## config.mk

```make
export PLATFORM = sky130hd
export DESIGN_NAME = kamus_mc_ctrl
export DESIGN_NICKNAME = d
export VERILOG_FILES = /design/src/rtl/kamus_mc_ctrl.sv
export SDC_FILE = /design/constraint.sdc
export NUM_CORES = 1
export LEC_CHECK = 0
export CAP_MARGIN = 10
export CORE_UTILIZATION = 40
export DETAILED_ROUTE_END_ITERATION = 10
export GPL_TIMING_DRIVEN = 1
export PLACE_DENSITY_LB_ADDON = 0.25
export SLEW_MARGIN = 20
export SYNTH_ARGS = -nofsm -noshare
export SYNTH_HDL_FRONTEND = slang
export SYNTH_SLANG_ARGS = --single-unit
```

## constraint.sdc

```tcl
create_clock -name clk_i -period 1.6 [get_ports clk_i]
set_input_delay 0.32 -clock clk_i [delete_from_list [all_inputs] [get_ports clk_i]]
set_output_delay 0.32 -clock clk_i [all_outputs]
set_load 0.02 [all_outputs]
```

## src/rtl/kamus_mc_ctrl.sv

```systemverilog
`timescale 1ns/1ps
// ---------------------------------------------------------------------------
// kamus_mc_ctrl
//
// Multi-cycle control unit for the kamus-v RV32I core. Walks one instruction
// at a time through FETCH -> WAIT_INS -> DECODE -> EXECUTE -> (MEM_REQ ->
// MEM_WAIT) -> WB and drives the memory handshakes, IR load, PC update,
// register-file write and write-back mux select.
//
// Optional feature macro: KAMUS_CTRL_ILLEGAL_TRAP_EN
//   defined   : illegal opcodes and ECALL/EBREAK enter TRAP from DECODE.
//   undefined : they retire as NOPs and trap_o is constant 0.
//
// Ports
//   clk_i, rst_ni          clock, asynchronous active-low reset
//   imem_req_o/gnt_i/rvalid_i  instruction fetch handshake
//   ir_we_o                load instruction register
//   opcode_i, func3_i      decoded instruction fields
//   branch_taken_i         ALU compare result, sampled in EXECUTE
//   alu_en_o               ALU operands/result valid
//   dmem_req_o/we_o/gnt_i/rvalid_i  data memory handshake
//   rf_we_o, wb_sel_o      register write enable and write-back source
//   pc_we_o, pc_sel_o      PC update and next-PC source
//   instret_o, trap_o      retire / trap-entry pulses
// ---------------------------------------------------------------------------
module kamus_mc_ctrl (
   input  logic       clk_i,
   input  logic       rst_ni,
   output logic       imem_req_o,
   input  logic       imem_gnt_i,
   input  logic       imem_rvalid_i,
   output logic       ir_we_o,
   input  logic [6:0] opcode_i,
   input  logic [2:0] func3_i,
   input  logic       branch_taken_i,
   output logic       alu_en_o,
   output logic       dmem_req_o,
   output logic       dmem_we_o,
   input  logic       dmem_gnt_i,
   input  logic       dmem_rvalid_i,
   output logic       rf_we_o,
   output logic [1:0] wb_sel_o,
   output logic       pc_we_o,
   output logic [1:0] pc_sel_o,
   output logic       instret_o,
   output logic       trap_o
);

   localparam logic [6:0] OP_LUI    = 7'b0110111;
   localparam logic [6:0] OP_AUIPC  = 7'b0010111;
   localparam logic [6:0] OP_JAL    = 7'b1101111;
   localparam logic [6:0] OP_JALR   = 7'b1100111;
   localparam logic [6:0] OP_BRANCH = 7'b1100011;
   localparam logic [6:0] OP_LOAD   = 7'b0000011;
   localparam logic [6:0] OP_STORE  = 7'b0100011;
   localparam logic [6:0] OP_IMM    = 7'b0010011;
   localparam logic [6:0] OP_OP     = 7'b0110011;
   localparam logic [6:0] OP_FENCE  = 7'b0001111;
   localparam logic [6:0] OP_SYSTEM = 7'b1110011;

   localparam logic [1:0] WB_ALU = 2'b00;
   localparam logic [1:0] WB_MEM = 2'b01;
   localparam logic [1:0] WB_PC4 = 2'b10;
   localparam logic [1:0] WB_IMM = 2'b11;

   localparam logic [1:0] PC_PLUS4 = 2'b00;
   localparam logic [1:0] PC_REL   = 2'b01;
   localparam logic [1:0] PC_JALR  = 2'b10;
   localparam logic [1:0] PC_TRAP  = 2'b11;

   typedef enum logic [3:0] {
      S_IDLE,
      S_FETCH,
      S_WAIT_INS,
      S_DECODE,
      S_EXECUTE,
      S_MEM_REQ,
      S_MEM_WAIT,
      S_WB,
      S_TRAP
   } state_t;

   state_t     r_state;
   state_t     w_next;
   logic [6:0] r_opcode;
   logic       r_taken;
   logic       w_trap_req;

`ifdef KAMUS_CTRL_ILLEGAL_TRAP_EN
   function automatic logic f_is_legal(input logic [6:0] op);
      case (op)
         OP_LUI, OP_AUIPC, OP_JAL, OP_JALR, OP_BRANCH, OP_LOAD,
         OP_STORE, OP_IMM, OP_OP, OP_FENCE, OP_SYSTEM: f_is_legal = 1'b1;
         default:                                     f_is_legal = 1'b0;
      endcase
   endfunction

   // ECALL/EBREAK share func3 000; the CSR forms of SYSTEM do not trap.
   assign w_trap_req = !f_is_legal(opcode_i) ||
                       ((opcode_i == OP_SYSTEM) && (func3_i == 3'b000));
`else
   logic w_unused_func3;
   assign w_unused_func3 = ^func3_i;
   assign w_trap_req     = 1'b0;
`endif

   // Opcode is captured while the decoder settles so later states do not
   // depend on the decoder holding its output; the branch result is frozen
   // at EXECUTE so later ALU operand changes cannot redirect the PC.
   always_ff @(posedge clk_i or negedge rst_ni) begin
      if (!rst_ni) begin
         r_state  <= S_IDLE;
         r_opcode <= '0;
         r_taken  <= 1'b0;
      end else begin
         r_state <= w_next;
         if (r_state == S_DECODE) begin
            r_opcode <= opcode_i;
         end
         if (r_state == S_EXECUTE) begin
            r_taken <= branch_taken_i;
         end
      end
   end

   always_comb begin
      w_next     = r_state;
      imem_req_o = 1'b0;
      ir_we_o    = 1'b0;
      alu_en_o   = 1'b0;
      dmem_req_o = 1'b0;
      dmem_we_o  = 1'b0;
      rf_we_o    = 1'b0;
      wb_sel_o   = WB_ALU;
      pc_we_o    = 1'b0;
      pc_sel_o   = PC_PLUS4;
      instret_o  = 1'b0;
      trap_o     = 1'b0;

      case (r_state)
         S_IDLE: begin
            w_next = S_FETCH;
         end
         S_FETCH: begin
            imem_req_o = 1'b1;
            if (imem_gnt_i) begin
               w_next = S_WAIT_INS;
            end
         end
         S_WAIT_INS: begin
            // An rvalid alongside the grant arrives while still in FETCH and
            // is therefore never seen here.
            if (imem_rvalid_i) begin
               ir_we_o = 1'b1;
               w_next  = S_DECODE;
            end
         end
         S_DECODE: begin
            w_next = w_trap_req ? S_TRAP : S_EXECUTE;
         end
         S_EXECUTE: begin
            alu_en_o = 1'b1;
            if ((r_opcode == OP_LOAD) || (r_opcode == OP_STORE)) begin
               w_next = S_MEM_REQ;
            end else begin
               w_next = S_WB;
            end
         end
         S_MEM_REQ: begin
            dmem_req_o = 1'b1;
            dmem_we_o  = (r_opcode == OP_STORE);
            if (dmem_gnt_i) begin
               w_next = S_MEM_WAIT;
            end
         end
         S_MEM_WAIT: begin
            if (dmem_rvalid_i) begin
               w_next = S_WB;
            end
         end
         S_WB: begin
            pc_we_o   = 1'b1;
            instret_o = 1'b1;
            w_next    = S_FETCH;
            case (r_opcode)
               OP_OP, OP_IMM, OP_AUIPC: begin
                  rf_we_o  = 1'b1;
                  wb_sel_o = WB_ALU;
               end
               OP_LUI: begin
                  rf_we_o  = 1'b1;
                  wb_sel_o = WB_IMM;
               end
               OP_LOAD: begin
                  rf_we_o  = 1'b1;
                  wb_sel_o = WB_MEM;
               end
               OP_JAL: begin
                  rf_we_o  = 1'b1;
                  wb_sel_o = WB_PC4;
                  pc_sel_o = PC_REL;
               end
               OP_JALR: begin
                  rf_we_o  = 1'b1;
                  wb_sel_o = WB_PC4;
                  pc_sel_o = PC_JALR;
               end
               OP_BRANCH: begin
                  pc_sel_o = r_taken ? PC_REL : PC_PLUS4;
               end
               // STORE, FENCE, SYSTEM and (without trapping) illegal
               // opcodes simply advance the PC.
               default: begin
               end
            endcase
         end
         S_TRAP: begin
            w_next = S_FETCH;
`ifdef KAMUS_CTRL_ILLEGAL_TRAP_EN
            pc_we_o  = 1'b1;
            pc_sel_o = PC_TRAP;
            trap_o   = 1'b1;
`endif
         end
         default: begin
            w_next = S_IDLE;
         end
      endcase
   end

endmodule
```

Word level (Yosys, flattened, before mapping):

Cells that the tools add are included.

* shifts and indexed selects: 0
* bitwise operators: 0
* magnitude comparators: 0
* multiply operators: 0
* divide/modulo/power cells: 0
* reductions and logical operators: 6
* mux-type cells: 20
* add/sub/neg operators: 0
* equality and inequality tests: 21

Operators with widths (count)
* 4-bit one-hot mux with 7 select lines: 1
* 7-bit by 6-bit equality test with 1-bit output, second input constant: 3
* 7-bit equality test, second input constant: 3
* 4-bit by 3-bit equality test with 1-bit output, second input constant: 4
* 4-bit two-way mux: 4
* 7-bit by 5-bit equality test with 1-bit output, second input constant: 2
* 2-bit one-hot mux with 3 select lines: 2
* 1-bit two-way mux: 10
* 4-bit by 2-bit equality test with 1-bit output, second input constant: 2
* 2-bit inequality test, second input constant: 4
* 7-bit by 2-bit equality test with 1-bit output, second input constant: 1
* 7-bit OR reduction: 1
* 2-bit two-way mux: 3
* 4-bit by 1-bit equality test with 1-bit output, second input constant: 1
* 4-bit equality test, second input constant: 1
* 4-bit zero test: 1
* 4-bit AND reduction: 1
* 3-bit OR reduction: 1
* 2-bit OR reduction: 1
* 1-bit logical OR: 1

* RAM bits: 0
* latch bits: 0
* word-level logic and storage cells: 50
* bits in read-only memories: 0
* memories: 0
* bits in registers: 12
* input bits: 17

Depth between registers and ports, before layout:

Gate-level depths: netlist (run 1).

* word-level depth: 4
* depth in mapped cells: 5
* mapped depth without buffers: 4

Worst setup path before layout (run 1):

Ideal clock, no wire load.

* path type: register to output
* start: register r_state[2]
* end: output port pc_sel_o[1]
* path slack: -0.025 ns
* data required time: 1.280 ns
* data arrival time: 1.305 ns
* stages on the path, launching flop included: 6
* cells stage by stage: dfrtp_1 -> buf_6 -> nand3_1 -> inv_1 -> nand2_1 -> nor3_1

* cells in the longest elaborated chain, start to end: 2

Ends and longest elaborated chain
* from (decl): RTL line 83 `state_t r_state;`
* from (signal assigned): RTL line 116 `r_state <= w_next;`
* 4-bit by 3-bit equality test with 1-bit output: RTL line 140 `case (r_state)`
* 2-bit two-way mux: RTL line 140
* to (decl): RTL line 44 `output logic [1:0] pc_sel_o,`

No other way between the ends.

Worst setup path after layout (run 1):

* start: register r_opcode[4]
* end: output port dmem_we_o

* cells in the longest elaborated chain, start to end: 2

Ends and longest elaborated chain
* from (decl): RTL line 85 `logic [6:0] r_opcode;`
* from (signal assigned): RTL line 118 `r_opcode <= opcode_i;`
* 7-bit by 6-bit equality test with 1-bit output: RTL line 171 `dmem_we_o = (r_opcode == OP_STORE);`
* 1-bit two-way mux: RTL line 140
* to (decl): RTL line 38 `output logic dmem_we_o,`

No other way between the ends.

==> results of run 1 <==
## kinds of logic (layout without fill, tap and decap cells)
kind of cell           Yosys count  in the layout
buffers and inverters            6             60
multiplexers                     9              9
flip-flops                      11             11
AO/OA/AOI/OAI                    9              9
other                            1              1
AND/OR/NAND/NOR                 29             29
## routing by layer
layer  vias to the layer above  global-route usage [%]  routed length [um]
li1                        337                       -                   -
met1                       347                    27.8                 866
met2                        24                    38.5                1120
met3                         2                    8.94                 110
met4                         0                    3.03                  23
met5                         -                       0                   0
## power by group through the flow
stage	sequential (mW)	combinational, mW	clock (mW)
final	0.580	1.66	0.196
after detailed placement	0.552	1.23	0
after global routing	0.597	1.75	0.212
after CTS	0.547	1.54	0.204
after floorplan	0.540	0.681	0
after global placement	0.548	1.20	0
## final timing paths
| check | startpoint | end | slack, ps |
|---|---|---|---|
| max | r_opcode[4] | dmem_we_o | -250 |
| min | rst_ni | r_opcode[5] | 390 |
| max reg2reg | r_state[1] | r_opcode[1] | 90 |
| min reg2reg | r_taken | r_taken | 510 |
| max in group asynchronous | rst_ni | r_state[0] | 830 |
| min in group clk_i | r_taken | r_taken | 510 |
## what timing repair did
item,in CTS,in global routing
pin swaps,9,11
setup endpoints to repair,12,11
endpoints found under the hold margin,0,0
setup buffers,8,2
gates resized for setup,75,20
## Yosys cell counts, types with 2 or more instances
library cell	count	share of area [%]
o21ai_0	2	1.5
nor3b_1	2	2.2
a21oi_1	5	3.7
mux2_4	7	15
nor3_1	2	1.5
nor2_1	3	1.7
buf_4	2	2.2
dfrtp_1	11	41
buf_6	2	3.3
and3b_2	2	2.9
nand2_1	5	2.8
nand3_1	4	2.9
## layout make-up
| class | count | area [sq um] | share of cell area, % |
|---|---|---|---|
| Clock inverter | 1 | 5.00 | 0.392 |
| Clock buffer | 3 | 22.5 | 1.76 |
| Multi-Input combinational cell | 48 | 452 | 35.4 |
| Timing Repair Buffer | 55 | 495 | 38.8 |
| Sequential cell | 11 | 279 | 21.8 |
| Tap cell | 16 | 20.0 | 1.57 |
| Inverter | 1 | 3.75 | 0.294 |
## critical path, stage by stage, from the launching register on
cell and delay (ps):
dfrtp_1 400, and3b_2 260, nor4b_4 230, and3_1 240, buf_6 130
## state kept, by name (all words and copies together), names as in the netlist
name	count
r_state	3
r_taken	1
r_opcode	7
## through the flow
| step | total power [mW] | util [%] | instance area, sq um | TNS, ps | hold WS (ps) |
|---|---|---|---|---|---|
| after global placement | 1.74 | 69.8 | 1080 | -2620 | 496 |
| after detailed placement | 1.78 | 69.8 | 1080 | -2860 | 503 |
| after CTS | 2.29 | 79.5 | 1230 | -1150 | 397 |
| final | 2.43 | 82.9 | 1280 | -1180 | 388 |
| after global routing | 2.56 | 82.9 | 1280 | -1580 | 428 |
| after floorplan | 1.22 | - | 684 | 0 | 24.4 |
==> results.py, run 1 <==
metrics = {
    "status": {
        "outcome": "finished with violations",
        "violations": "negative setup slack",
    },
    "layout": {
        "synthToLayoutAreaGrowth_pct": 88.0,
        "layout_commonest_cell": "buf_4",
        "layout_common_cells": "buf_4, clkdlybuf4s50_1, buf_6",
        "diodes": 0,
        "final_layout_size_suffix_gt1_share_pct": 64.7,
        "instances_no_fill": 135,
        "fillCellCount": 93,
        "nets": 137,
    },
    "power_and_ir_drop": {
        "p_clk_share_pct": 8.1,
        "p_seq_share_pct": 23.9,
        "p_switching_mw": 0.927,
        "power.density_nw_per_um2": 1900,
        "ir_worst_vdd_mv": 1.13,
        "switching_share_pct": 38.1,
        "intPower_mw": 1.50,
        "p_leak_nw": 0.603,
        "combPwrFrac_pct": 68.1,
    },
    "place": {
        "port_buffers": 25,
        "place.gp.congestion": 0.824,
        "dpl.hpwl_um": 1140,
        "dp_slack_ps": -425,
        "placed_cells": 121,
    },
    "synthesis": {
        "yosys_warnings": 0,
        "synthMuxAreaShare_pct": 18.6,
        "netlist_instances": 65,
        "synthFlopType": "dfrtp_1",
        "synth_compound_area_share_pct": 7.18,
        "syn_nets": 82,
        "synth_top_family_by_area": "simple AND/OR/NAND/NOR gates",
        "synth_area_per_cell_sq_um": 10.5,
        "synthArstFlopShare_pct": 100,
        "netlist_area_sq_um": 679,
        "synthSimpleGateAreaFrac_pct": 26.5,
        "synth.yosys.seq_area_share_pct": 40.5,
        "synth_cell_types": 30,
        "synth-adder-area-share_pct": 0,
        "ys_ff_latch": 11,
        "synth-edff-count": 0,
        "synth_xor_area_share_pct": 0,
    },
    "worst_setup_path": {
        "cp.arrival_ps": 1530,
        "start_kind": "flop",
        "cp_max_fo": 2,
        "crit_required_ps": 1280,
        "reg2reg_depth": 6,
        "criticalPathCategory": "reg -> out",
        "cp-end-kind": "primary output",
    },
    "die": {
        "die_h_um": 43.2,
        "die_w_um": 43.2,
        "core_area_sq_um": 1540,
        "start_util_pct": 44.1,
        "pin_count": 30,
        "core.rowCount": 14,
        "die_area_sq_um": 1870,
    },
    "global_route": {
        "globalRouteOverflowTotal": 0,
        "track_usage_pct": 22.7,
        "antenna_found_initial": 0,
        "grt_max_degree": 12,
        "grt_pass1_wl_um": 3100,
        "first_global_vias": 692,
    },
    "clock_tree": {
        "clock_latency_ps": 270,
        "clockBufferDepth": 2,
        "cts_buffers": 3,
        "hold_buffers": 0,
        "htree_levels": 1,
        "cts.reportedPaths.clkPinSlew_ps": 80,
        "root_buffer": "clkbuf_4",
        "clock_sinks": 11,
        "cts_tree": "built",
    },
    "sta": {
        "worst_slew_pin_slew_ps": 524,
        "period_share_pct": 115,
        "setup_ws_ps": -246,
        "rsz0062_at_grt": "yes",
        "hold_viol": 0,
        "fin_skew_ps": 2.45,
        "min_period_ps": 1850,
        "setup_viol": 8,
        "slew_headroom_pct": 64.9,
        "fmax_ghz": 0.542,
        "slew_violations": 0,
    },
    "routing": {
        "vias": 710,
        "initialDrtViolationCount": 6,
        "drc_errors": 0,
        "viasPerCell": 5.26,
        "detail_route.wl_per_cell_um": 15.7,
        "first_pass_iters": 4,
        "wirelength_um": 2130,
        "ant_nets": 0,
    },
    "flow_run": {
        "drv_cap": 0,
    },
    "worst_hold_path": {
        "hp-class": "in -> async",
    },
}
No activity file was read; power rests on OpenSTA's default activity.
==> inputs of run 2 (changes only) <==
--- a/config.mk
+++ b/config.mk
@@ -9,7 +9,8 @@
 export CORE_UTILIZATION = 40
 export DETAILED_ROUTE_END_ITERATION = 10
 export GPL_TIMING_DRIVEN = 1
-export PLACE_DENSITY_LB_ADDON = 0.25
+export PLACE_DENSITY = 0.82
+export REMOVE_ABC_BUFFERS = 1
 export SLEW_MARGIN = 20
 export SYNTH_ARGS = -nofsm -noshare
 export SYNTH_HDL_FRONTEND = slang
==> run 2 against run 1 <==
Against the previous run: the flow still finishes with violations (negative setup slack); hold slack worse by 0.60 ps; total power is 0.51% lower; core utilization is 0.81 points lower; global-route usage is 1.7 points higher; via count is 2.0% lower; non-clock buffer count is 1 lower; critical path depth stayed put; final cell count is 0.74% lower; setup slack better by 16 ps; combinational power hardly changed.
==> results.py, run 2 (synthesis gave the netlist of run 1 again) <==
metrics = {
    "sta": {
        "rsz0062_at_grt": "yes",
        "slew_headroom_pct": 66.7,
        "hold_viol": 0,
        "setup_viol": 9,
        "setup_ws_ps": -230,
        "holdWs_ps": 387,
        "slew_violations": 0,
        "worst_slew_pin_slew_ps": 498,
        "fmax_ghz": 0.547,
        "min_period_ps": 1830,
        "period_share_pct": 114,
        "fin_skew_ps": 2.19,
    },
    "clock_tree": {
        "htree_levels": 1,
        "root_buffer": "clkbuf_4",
        "clock_sinks": 11,
        "clockBufferDepth": 2,
        "cts.reportedPaths.clkPinSlew_ps": 70,
        "cts_tree": "built",
        "cts_buffers": 3,
        "hold_buffers": 0,
        "clock_latency_ps": 260,
    },
    "layout": {
        "final_layout_size_suffix_gt1_share_pct": 61.0,
        "diodes": 0,
        "largest_reg_flops": 7,
        "largestRegisters": "r_opcode (7), r_state (3), r_taken (1)",
        "layout_commonest_cell": "buf_4",
        "layout_common_cells": "buf_4, clkdlybuf4s50_1, buf_6",
        "fin_util_pct": 82.1,
        "nets": 136,
        "synthToLayoutAreaGrowth_pct": 86.2,
        "largest-register": "r_opcode",
        "fillCellCount": 88,
        "design_area_sq_um": 1260,
    },
    "place": {
        "port_buffers": 25,
        "dpl.hpwl_um": 1320,
        "dp_slack_ps": -491,
        "dpl_cell_area_sq_um": 1060,
        "place.gp.congestion": 0.798,
    },
    "worst_setup_path": {
        "path_cells": "and4bb_2, o21ai_1, a21oi_1, buf_4",
        "cp_slowest_cell": "dfrtp_2",
        "start_kind": "flop",
        "cp.arrival_ps": 1510,
        "cp_max_fo": 3,
        "critPathMaxStageDelay_ps": 450,
        "worstPathBufferInverterCount": 1,
        "criticalPathCategory": "reg -> out",
        "crit_required_ps": 1280,
        "cp_top_family": "flip-flops",
        "cp-end-kind": "primary output",
    },
    "global_route": {
        "grt_max_degree": 12,
        "grt_pass1_wl_um": 3280,
        "antenna_found_initial": 0,
        "globalRouteOverflowTotal": 0,
        "first_global_vias": 715,
        "track_usage_pct": 24.5,
    },
    "routing": {
        "first_pass_iters": 4,
        "wirelength_um": 2280,
        "initialDrtViolationCount": 12,
        "drc_errors": 0,
        "viasPerCell": 5.19,
        "ant_nets": 0,
        "detail_route.wl_per_cell_um": 17.0,
        "vias": 696,
    },
    "worst_hold_path": {
        "hp-class": "in -> async",
    },
    "die": {
        "pin_count": 30,
        "die_w_um": 43.2,
        "core.rowCount": 14,
        "start_util_pct": 44.1,
        "core_area_sq_um": 1540,
        "die_area_sq_um": 1870,
        "die_h_um": 43.2,
    },
    "status": {
        "outcome": "finished with violations",
        "violations": "negative setup slack",
    },
    "power_and_ir_drop": {
        "p_leak_nw": 0.596,
        "total_power_mw": 2.42,
        "power.density_nw_per_um2": 1910,
        "ir_worst_vdd_mv": 1.30,
    },
    "flow_run": {
        "drv_cap": 0,
    },
}
## run 2: report_power, final
group | internal [mW] | switching [mW] | leakage (nW)
registers | 0.434 | 0.161 | 0.125
logic | 0.967 | 0.669 | 0.456
clock network | 0.0964 | 0.0910 | 0.0150
total | 1.50 | 0.921 | 0.596
## run 2: worst paths after layout
path | start | end | slack (ps) | depth (start not counted)
min in group clk_i | r_taken | r_taken | 510 | 1
worst min-delay path | rst_ni | r_state[2] | 390 | 1
max in group asynchronous | rst_ni | r_state[1] | 850 | 1
worst min register to register | r_taken | r_taken | 510 | 1
worst max-delay path | r_opcode[3] | rf_we_o | -230 | 4
worst max register to register | r_state[0] | r_opcode[4] | 90 | 6
## run 2: stage by stage
step,instances,TNS [ps]
global placement,119,-2980
detailed placement,119,-3170
finish,134,-1220
floorplan,60,-303
global route,134,-1780
CTS,133,-1010
## run 2: layer usage
layer  global-route usage (%)  wire [um]
met4                     5.45          0
met1                     29.8        931
met5                        0          0
met2                     43.6       1280
met3                     5.11         69
## run 2: worst register-to-register path, delay by kind of cell, from the launching register on
family,cells,cell delay [ps]
muxes,1,290
and+or+nand+nor,2,350
buffers and inverters,3,390
DFF,1,370
## run 2: area by class of cell
type / instances / area, sq um / share of cell area, %
tap: 16 / 20.0 / 1.58
clock buffer: 4 / 26.3 / 2.08
inverter: 1 / 3.75 / 0.297
timing repair buffer: 54 / 490 / 38.8
multi-input combinational: 48 / 444 / 35.1
sequential: 11 / 280 / 22.2
## run 2: timing repair
action | 4_1_cts | 5_1_grt
setup endpoints to repair | 12 | 12
resized for setup | 78 | 14
pin swaps | 7 | 5
buffers inserted | 10 | 3
